## src/rtl/controlador_pkg.sv

```systemverilog
// Shared definitions for the digit-entry interface: FSM encoding,
// digit width, default code and the digit extraction helper.
package controlador_pkg;

    localparam int DIGIT_W = 4;
    localparam int STATE_W = 3;

    // Default code 5,8,9,2,0,4 (digit 0 in the most significant nibble used)
    localparam logic [23:0] CODIGO_PADRAO = 24'h589204;

    typedef enum logic [STATE_W-1:0] {
        ST_IDLE = 3'd0,
        ST_SEND = 3'd1,
        ST_GAP  = 3'd2,
        ST_WAIT = 3'd3,
        ST_DONE = 3'd4
    } estado_t;

    // Digit idx of an n-digit code; digit 0 sits in the highest used nibble.
    // Values above 9 are returned unchanged so rejection paths can be exercised.
    function automatic logic [DIGIT_W-1:0] digito_de(
        input logic [31:0] codigo,
        input int          n_digitos,
        input logic [2:0]  idx
    );
        return DIGIT_W'(codigo >> (DIGIT_W * (n_digitos - 1 - int'(idx))));
    endfunction

endpackage

```

## src/rtl/emissor_codigo_contador_espera.sv

```systemverilog
// Loadable down-counter with a terminal flag. Saturates at zero so a
// wait state never wraps around while it is being held.
module contador_espera #(
    parameter int W = 4
) (
    input  logic         clk,
    input  logic         reset,
    input  logic         carga,
    input  logic [W-1:0] valor,
    input  logic         habilita,
    output logic         terminal
);

    logic [W-1:0] cont_d;
    logic [W-1:0] cont_q;

    // Next count: load has priority, otherwise decrement towards zero
    always_comb begin
        cont_d = cont_q;
        if (carga) begin
            cont_d = valor;
        end else if (habilita && (cont_q != {W{1'b0}})) begin
            cont_d = cont_q - W'(1);
        end else begin
            cont_d = cont_q;
        end
    end

    // Count register with synchronous active-low reset
    always_ff @(posedge clk) begin
        if (!reset) begin
            cont_q <= {W{1'b0}};
        end else begin
            cont_q <= cont_d;
        end
    end

    assign terminal = (cont_q == {W{1'b0}});

endmodule

```

## src/rtl/emissor_codigo.sv

```systemverilog
// Code emitter: sends a stored N-digit code as insere/numero beats with a
// programmable gap, then waits a bounded time for led_in and reports.
module emissor_codigo
    import controlador_pkg::*;
#(
    parameter int          N_DIGITS = 6,
    parameter logic [31:0] CODE     = {8'h00, CODIGO_PADRAO},
    parameter int          GAP      = 1,
    parameter int          TIMEOUT  = 8
) (
    input  logic               clk,
    input  logic               reset,
    input  logic               start,
    input  logic               abort,
    input  logic               led_in,
    output logic [DIGIT_W-1:0] numero,
    output logic               insere,
    output logic [2:0]         digito_idx,
    output logic               busy,
    output logic               done,
    output logic               sucesso
);

    localparam logic [2:0] ULTIMO    = 3'(N_DIGITS - 1);
    localparam int         GAP_M1    = (GAP > 0) ? (GAP - 1) : 0;
    localparam logic [3:0] GAP_CARGA = 4'(GAP_M1);
    localparam logic [7:0] TO_CARGA  = 8'(TIMEOUT - 1);

    estado_t            estado_d,  estado_q;
    logic [2:0]         idx_d,     idx_q;
    logic [DIGIT_W-1:0] numero_d,  numero_q;
    logic               insere_d,  insere_q;
    logic               busy_d,    busy_q;
    logic               done_d,    done_q;
    logic               sucesso_d, sucesso_q;

    logic gap_carga_s, gap_fim_s;
    logic to_carga_s,  to_fim_s;

    contador_espera #(.W(4)) u_gap (
        .clk      (clk),
        .reset    (reset),
        .carga    (gap_carga_s),
        .valor    (GAP_CARGA),
        .habilita (estado_q == ST_GAP),
        .terminal (gap_fim_s)
    );

    contador_espera #(.W(8)) u_timeout (
        .clk      (clk),
        .reset    (reset),
        .carga    (to_carga_s),
        .valor    (TO_CARGA),
        .habilita (estado_q == ST_WAIT),
        .terminal (to_fim_s)
    );

    // Next state and next registered outputs; abort beats led_in and timeout
    always_comb begin
        estado_d    = estado_q;
        idx_d       = idx_q;
        numero_d    = numero_q;
        insere_d    = 1'b0;
        done_d      = 1'b0;
        sucesso_d   = sucesso_q;
        gap_carga_s = 1'b0;
        to_carga_s  = 1'b0;
        case (estado_q)
            ST_IDLE: begin
                if (start) begin
                    estado_d  = ST_SEND;
                    idx_d     = 3'd0;
                    numero_d  = digito_de(CODE, N_DIGITS, 3'd0);
                    insere_d  = 1'b1;
                    sucesso_d = 1'b0;
                end else begin
                    estado_d  = ST_IDLE;
                end
            end
            ST_SEND: begin
                if (abort) begin
                    estado_d  = ST_IDLE;
                    sucesso_d = 1'b0;
                end else if (idx_q == ULTIMO) begin
                    estado_d   = ST_WAIT;
                    to_carga_s = 1'b1;
                end else if (GAP > 0) begin
                    estado_d    = ST_GAP;
                    gap_carga_s = 1'b1;
                end else begin
                    estado_d = ST_SEND;
                    idx_d    = idx_q + 3'd1;
                    numero_d = digito_de(CODE, N_DIGITS, idx_q + 3'd1);
                    insere_d = 1'b1;
                end
            end
            ST_GAP: begin
                if (abort) begin
                    estado_d  = ST_IDLE;
                    sucesso_d = 1'b0;
                end else if (gap_fim_s) begin
                    estado_d = ST_SEND;
                    idx_d    = idx_q + 3'd1;
                    numero_d = digito_de(CODE, N_DIGITS, idx_q + 3'd1);
                    insere_d = 1'b1;
                end else begin
                    estado_d = ST_GAP;
                end
            end
            ST_WAIT: begin
                if (abort) begin
                    estado_d  = ST_IDLE;
                    sucesso_d = 1'b0;
                end else if (led_in) begin
                    estado_d  = ST_DONE;
                    done_d    = 1'b1;
                    sucesso_d = 1'b1;
                end else if (to_fim_s) begin
                    estado_d  = ST_DONE;
                    done_d    = 1'b1;
                    sucesso_d = 1'b0;
                end else begin
                    estado_d  = ST_WAIT;
                end
            end
            ST_DONE: begin
                estado_d = ST_IDLE;
            end
            default: begin
                estado_d  = ST_IDLE;
                sucesso_d = 1'b0;
            end
        endcase
    end

    assign busy_d = (estado_d != ST_IDLE);

    // State and output registers with synchronous active-low reset
    always_ff @(posedge clk) begin
        if (!reset) begin
            estado_q  <= ST_IDLE;
            idx_q     <= 3'd0;
            numero_q  <= {DIGIT_W{1'b0}};
            insere_q  <= 1'b0;
            busy_q    <= 1'b0;
            done_q    <= 1'b0;
            sucesso_q <= 1'b0;
        end else begin
            estado_q  <= estado_d;
            idx_q     <= idx_d;
            numero_q  <= numero_d;
            insere_q  <= insere_d;
            busy_q    <= busy_d;
            done_q    <= done_d;
            sucesso_q <= sucesso_d;
        end
    end

    assign numero     = numero_q;
    assign insere     = insere_q;
    assign digito_idx = idx_q;
    assign busy       = busy_q;
    assign done       = done_q;
    assign sucesso    = sucesso_q;

endmodule

```

## config.mk

```make
export PLATFORM = sky130hd
export DESIGN_NAME = emissor_codigo
export DESIGN_NICKNAME = d
export VERILOG_FILES = /design/src/rtl/controlador_pkg.sv /design/src/rtl/emissor_codigo_contador_espera.sv /design/src/rtl/emissor_codigo.sv
export SDC_FILE = /design/constraint.sdc
export NUM_CORES = 1
export LEC_CHECK = 0
export BUFFER_PORTS_ARGS = -buffer_cell sky130_fd_sc_hd__clkbuf_2
export CORE_MARGIN = 5
export CORE_UTILIZATION = 46
export CTS_CLUSTER_DIAMETER = 100
export DETAILED_ROUTE_END_ITERATION = 8
export PLACE_DENSITY = 0.7
export SLEW_MARGIN = 0
export SYNTH_ARGS = -nofsm -noshare
export SYNTH_HDL_FRONTEND = slang
export SYNTH_SLANG_ARGS = --single-unit
```

## constraint.sdc

```tcl
create_clock -name clk -period 2.4 [get_ports clk]
set_input_delay 0.72 -clock clk [delete_from_list [all_inputs] [get_ports clk]]
set_output_delay 0.72 -clock clk [all_outputs]
set_load 0.005 [all_outputs]
```

* Word level (Yosys, flattened, before mapping)
Index checks and enable logic that the tools add are counted.
** Operators by class
- Reductions and logical operators :: 16
- Muxes and demuxes :: 37
- Bitwise operators :: 3
- $add $sub $neg :: 4
- Shift operators :: 1
- Equality and inequality tests :: 10
** Operator list (count)
- $shr A23 B32 Y4 const A :: 1
- $mux W3 :: 8
- $mux W1 :: 18
- $mux W4 :: 3
- $pmux W3 S4 :: 1
- $logic_not A8 Y1 :: 1
- $pmux W4 S2 :: 1
- $reduce_and A4 Y1 :: 2
- $reduce_bool A8 Y1 :: 1
- $sub A8 B1 Y8 const B :: 1
- $eq A3 B2 Y1 const B :: 2
- $eq A3 B3 Y1 const B :: 2
- $mux W2 :: 3
- $ne A2 B2 Y1 const B :: 3
- $pmux W3 S2 :: 1
- $reduce_or A2 Y1 :: 3
- $logic_not A4 Y1 :: 1
- $ne A4 B4 Y1 const B :: 1
- $pmux W1 S4 :: 1
- $reduce_bool A2 Y1 :: 2
- $reduce_bool A4 Y1 :: 1
- $sub A3 B3 Y4 const A :: 1
- $sub A4 B1 Y4 const B :: 1
- $add A3 B1 Y3 const B :: 1
- 8 further kinds :: 11
** Storage, ports and cells
- Word-level logic and storage cells :: 81
- Output and inout port bits :: 11
- Input port bits :: 5
- Flip-flop bits (word level) :: 26

* Longest topological paths before layout
- Depth after elaboration :: 6
- Gate-level depth with buffers :: 8
- Gate-level depth less buffers :: 8

* Modules after synthesis
A second synthesis with hierarchy kept.
** Unflattened totals
- Cell total of the unflattened synthesis :: 172
- Area, all modules :: 1541.5 µm²
** Modules (own cells, without submodules)
- emissor_codigo :: seq. area each 280.3 µm², cells each 83, instances 1, area each 777.0 µm²
- contador_espera (u_timeout) :: seq. area each 160.2 µm², cells each 58, instances 1, area each 508.0 µm²
- contador_espera (u_gap) :: seq. area each 80.1 µm², cells each 31, instances 1, area each 256.5 µm²

* Worst setup path after synthesis
Ideal clock, no wire load.
- Path type :: register to register
- Start :: reg idx_q[0] (netlist: digito_idx[0])
- End :: reg numero_q[2] (netlist: numero[2])
- Cell stages (with the launch flop) :: 8
- Buffers on the path :: 0
- Required time :: 2.284 ns
- Library setup time :: 0.116 ns
- Slack :: 0.600 ns
- Period minus slack after synthesis :: 1.800 ns
- Arrival time :: 1.684 ns
- Path through :: dfxtp_1 -> ha_1 -> nor2b_1 -> or2_2 -> ha_1 -> mux2i_1 -> o21ai_0 -> o211a_1
** Between the ends
- Word-level cells in the longest chain between the ends :: 6
** Ends and longest elaborated chain
- start, declared :: RTL line emissor_codigo.sv:30 : logic [2:0] idx_d, idx_q;
- start signal, assigned :: RTL line emissor_codigo.sv:150 : idx_q <= idx_d;
- $add A3 B1 Y3 :: RTL line emissor_codigo.sv:104 : numero_d = digito_de(CODE, N_DIGITS, idx_q + 3'd1);
- $sub A3 B3 Y4 :: RTL line controlador_pkg.sv:26 : return DIGIT_W'(codigo >> (DIGIT_W * (n_digitos - 1 - int'(idx))));
- $shr A23 B32 Y4 :: RTL line controlador_pkg.sv:26
- $mux W4 :: RTL line emissor_codigo.sv:101 : end else if (gap_fim_s) begin
- $mux W4 :: RTL line emissor_codigo.sv:98 : if (abort) begin
- $pmux W4 S2 :: RTL line emissor_codigo.sv:68 : case (estado_q)
- end signal, assigned :: RTL line emissor_codigo.sv:143 : numero_q <= {DIGIT_W{1'b0}};
- end signal, assigned :: RTL line emissor_codigo.sv:151 : numero_q <= numero_d;
- end, declared :: RTL line emissor_codigo.sv:31 : logic [DIGIT_W-1:0] numero_d, numero_q;
Every way passes these cells. The select of a mux whose other input is x is not followed.
A chain may end at the register's enable or synchronous reset.

* Worst setup path after layout
Ends and elaborated chain as after synthesis.

==> flow_summary.toml <==
[clock_network]
cts.reportedPaths.clkPinSlew_ns = 0.14
cts_setup_buffers = 0
clk-insertion-delay-late_ns = 0.32
cts.root.buffer_cell = "sky130_fd_sc_hd__clkbuf_4"
ctsLongestPathBuffers = 2
cts_inserted_buffers = 3
number_of_clock_sinks = 26
cts_tree = "done"
postCtsResizedCells = 0
cts.hold.buffers_added = 0
cts-htree-levels = 1

[worst_hold_path]
hold_path.class = "flip-flop to flip-flop"
min_delay_path_depth = 2

[grt]
grt.total_usage = 0.155
global_route_congestion_overflow_total = 0
grt_start_max_net_pins = 14
grt_first_pass_wirelength_um = 5220
groute.layer.met3.usage = 0.0225
vias_in_the_first_global_route = 1174
global_route.usage.met1 = 0.200
grt_use_met2 = 0.249
grt_most_used_layer = "met2"
antenna_found_initial = 0

[floorplanning]
die-area_mm2 = 0.00421
rows = 20
die_w_um = 64.9
floorplan.initialDensity = 0.465
placeable_core_area_mm2 = 0.00298
die_height_um = 64.9
io_pins = 16

[logic_synthesis]
syn-num-nets = 167
number_of_instances_in_the_synthesized_netlist = 155
synth_adder_area_share = 0.0632
yosys.cell_types.count = 38
synth_top_family_by_area = "simple AND/OR/NAND/NOR gates"
synth-simple-area-share = 0.274
ys.flop_type = "sky130_fd_sc_hd__dfxtp_1"
synth_edf_count = 0
muxShareOfSynthArea = 0.0217
yosysWarningCount = 0
async_reset_ff_frac = 0
synthesis_stage_register_bit_count = 26
compound_cell_area_share_of_the_yosys_netlist = 0.179
synth-xor-area-share = 0.0379
netlist_area_mm2 = 0.00139
share_of_synthesized_area_occupied_by_flip_flops_and_latches = 0.376
syn_area_per_cell_um2 = 8.94

[drt]
postRouteAntennaNets = 0
vias_per_cell = 5.79
dr.pass1.iters = 4
totalWireLength_um = 2860
drc = 0
detailroute.via_count = 1182
detail_route.wl_per_cell_um = 14.0
drt_first_iter_violations = 35

[run_status]
run_status = "finished clean"

[sta]
finalCritPeriodShare = 0.823
worst_pin_slew_ns = 0.457
final-hold-violation-count = 0
unrepaired_setup_endpoints_after_global_routing = "false"
finalSetupViolCount = 0
maxSlewHeadroom = 0.693
fin_tns_setup_ns = 0
achievable-frequency_mhz = 506
period_needed_ns = 1.97
fin_ws_ns = 0.426
slew_viol_final = 0
worst_clock_skew_ns = 0.0134

[power_and_ir_drop]
net-switching-power_mw = 0.160
p_int_mw = 0.519
power.share.switching = 0.236
vdd_drop_max_v = 0.000289
combPwrFrac = 0.076
power-per-cell-area_mw_per_mm2 = 451
cellLeakagePower_nw = 0.640
power_mw = 0.679
p_clk_frac = 0.267
sequentialPowerShare = 0.657

[critical_path]
wp_data_arrival_ns = 2.26
critical_path_peak_fanout = 9
critical_path_depth = 7
critical_path_data_required_time_ns = 2.68
setup.worst_path.start_class = "flip-flop"
worst-path-buf-inv = 0
worst_setup_path_end_kind = "flip-flop"
timing.critical_path.slowest_cell_delay_ns = 0.42
critical_path_class = "flip-flop to flip-flop"
crit_path_cell_trace = "ha_1, nor2b_1, or2_2, ha_1, mux2i_1, o21ai_0, o211a_1"
timing.critical_path.max_delay_family = "adder cells"
worst_path_max_delay_cell = "sky130_fd_sc_hd__dfxtp_1"
reg2reg_depth = 7
cp_common_cell = "sky130_fd_sc_hd__ha_1"

[final_layout]
syn_to_final_growth_pct = 8.67
layout.filler_cells = 297
register_area_um2 = 520
antenna_cells = 0
final_layout_size_suffix_gt1_frac = 0.175
multiInputGateArea_um2 = 797
fin_nets = 185

[job]
timing.max_cap.violations = 0

[placement]
dpl_hpwl_um = 2230
place.port_buffers = 15
dpl_worst_slack_ns = 0.459
place_congestion = 0.891
## per-stage QoR
stage | hold WS (ns) | std cells | util | instance area [um^2]
global placement | 0.448 | 201 | 0.498 | 1480
finish | 0.489 | 204 | 0.505 | 1510
global route | 0.527 | 204 | 0.505 | 1510
CTS | 0.492 | 204 | 0.505 | 1510
detailed placement | 0.473 | 201 | 0.498 | 1480
floorplan | 0.454 | 155 | - | 1390
## cell families (layout without fill, tap and decap cells)
group	after synthesis	after routing
AOI/OAI and AO/OA	36	36
adders and majority gates	7	7
and+or+nand+nor	62	62
xor gates and xnor gates	6	6
buffers and inverters	15	31
muxes	3	3
DFF	26	26
## per-layer routing
layer / routed length [um] / up-vias
met2: 1350 / 37
met5: 0 / -
met4: 74 / 0
li1: - / 585
met1: 1280 / 552
met3: 162 / 8
## worst paths after layout
kind | from | end | slack [ns]
worst min-delay path | numero[3] | numero[3] | 0.49
worst max register to register | digito_idx[0] | numero[2] | 0.43
worst max-delay path | digito_idx[0] | numero[2] | 0.43
worst min register to register | numero[3] | numero[3] | 0.49
## cell usage after synthesis, types with 2 or more instances
library cell	count	area, um^2
sky130_fd_sc_hd__nand3b_1	2	15.0
sky130_fd_sc_hd__a2111oi_2	2	30.0
sky130_fd_sc_hd__o211ai_1	2	15.0
sky130_fd_sc_hd__xnor2_1	6	52.6
sky130_fd_sc_hd__nand4_1	3	18.8
sky130_fd_sc_hd__nor2b_1	4	25.0
sky130_fd_sc_hd__nand2b_1	4	25.0
sky130_fd_sc_hd__ha_1	7	87.6
sky130_fd_sc_hd__nand2_1	13	48.8
sky130_fd_sc_hd__a211oi_1	4	30.0
sky130_fd_sc_hd__dfxtp_1	26	521
sky130_fd_sc_hd__nor3_1	5	25.0
sky130_fd_sc_hd__a31oi_1	4	25.0
sky130_fd_sc_hd__or3b_1	2	17.5
sky130_fd_sc_hd__nor3b_1	2	15.0
sky130_fd_sc_hd__inv_1	13	48.8
sky130_fd_sc_hd__nor3b_2	3	37.5
sky130_fd_sc_hd__nor2_1	12	45.0
sky130_fd_sc_hd__o21ai_0	6	30.0
sky130_fd_sc_hd__a21oi_1	11	55.1
sky130_fd_sc_hd__mux2i_1	3	30.0
sky130_fd_sc_hd__nand3_1	3	15.0
sky130_fd_sc_hd__or2_2	3	18.8
## area by class of cell
class	instances	area share
clock buffer	3	0.0150
sequential	26	0.346
tap	33	0.0274
multi-input combinational	114	0.530
timing repair buffer	15	0.0499
inverter	13	0.0324
## worst reg2reg max path, delay by kind of cell, from the launching register on
family                   cells  cell delay, ns
adder cells (fa/ha/maj)      2            0.60
AND/OR/NAND/NOR              2            0.46
AO/OA/AOI/OAI                2            0.33
flip-flops                   1            0.42
multiplexers                 1            0.13
## state kept, by name, indices dropped and copies added (netlist names), 3 cells and up
register,flops
u_timeout.cont_q,8
numero,4
u_gap.cont_q,4
digito_idx,3
estado_q,3
## power groups by stage
stage	Sequential, mW	Combinational (mW)	Clock (mW)
after floorplan	0.455	0.0338	0
after global placement	0.456	0.0505	0
after detailed placement	0.456	0.0513	0
after CTS	0.447	0.0518	0.189
after global routing	0.449	0.0581	0.206
final	0.447	0.0515	0.181
## placed cells by master, fill, tap and decap left out, types with 2 or more instances in the layout
cell type                    n
sky130_fd_sc_hd__nand3b_1    2
sky130_fd_sc_hd__nor3_1      5
sky130_fd_sc_hd__o21ai_0     6
sky130_fd_sc_hd__nor3b_1     2
sky130_fd_sc_hd__inv_1      13
sky130_fd_sc_hd__a2111oi_2   2
sky130_fd_sc_hd__nand2_1    13
sky130_fd_sc_hd__a211oi_1    4
sky130_fd_sc_hd__o211ai_1    2
sky130_fd_sc_hd__or2_2       3
sky130_fd_sc_hd__nor2_1     12
sky130_fd_sc_hd__nand2b_1    4
sky130_fd_sc_hd__nor3b_2     3
sky130_fd_sc_hd__nand3_1     3
sky130_fd_sc_hd__a21oi_1    11
sky130_fd_sc_hd__ha_1        7
sky130_fd_sc_hd__nor2b_1     4
sky130_fd_sc_hd__clkbuf_4    3
sky130_fd_sc_hd__xnor2_1     6
sky130_fd_sc_hd__or3b_1      2
sky130_fd_sc_hd__clkbuf_2   15
sky130_fd_sc_hd__nand4_1     3
sky130_fd_sc_hd__mux2i_1     3
sky130_fd_sc_hd__dfxtp_1    26
sky130_fd_sc_hd__a31oi_1     4
No activity file was read; power rests on OpenSTA's default activity.
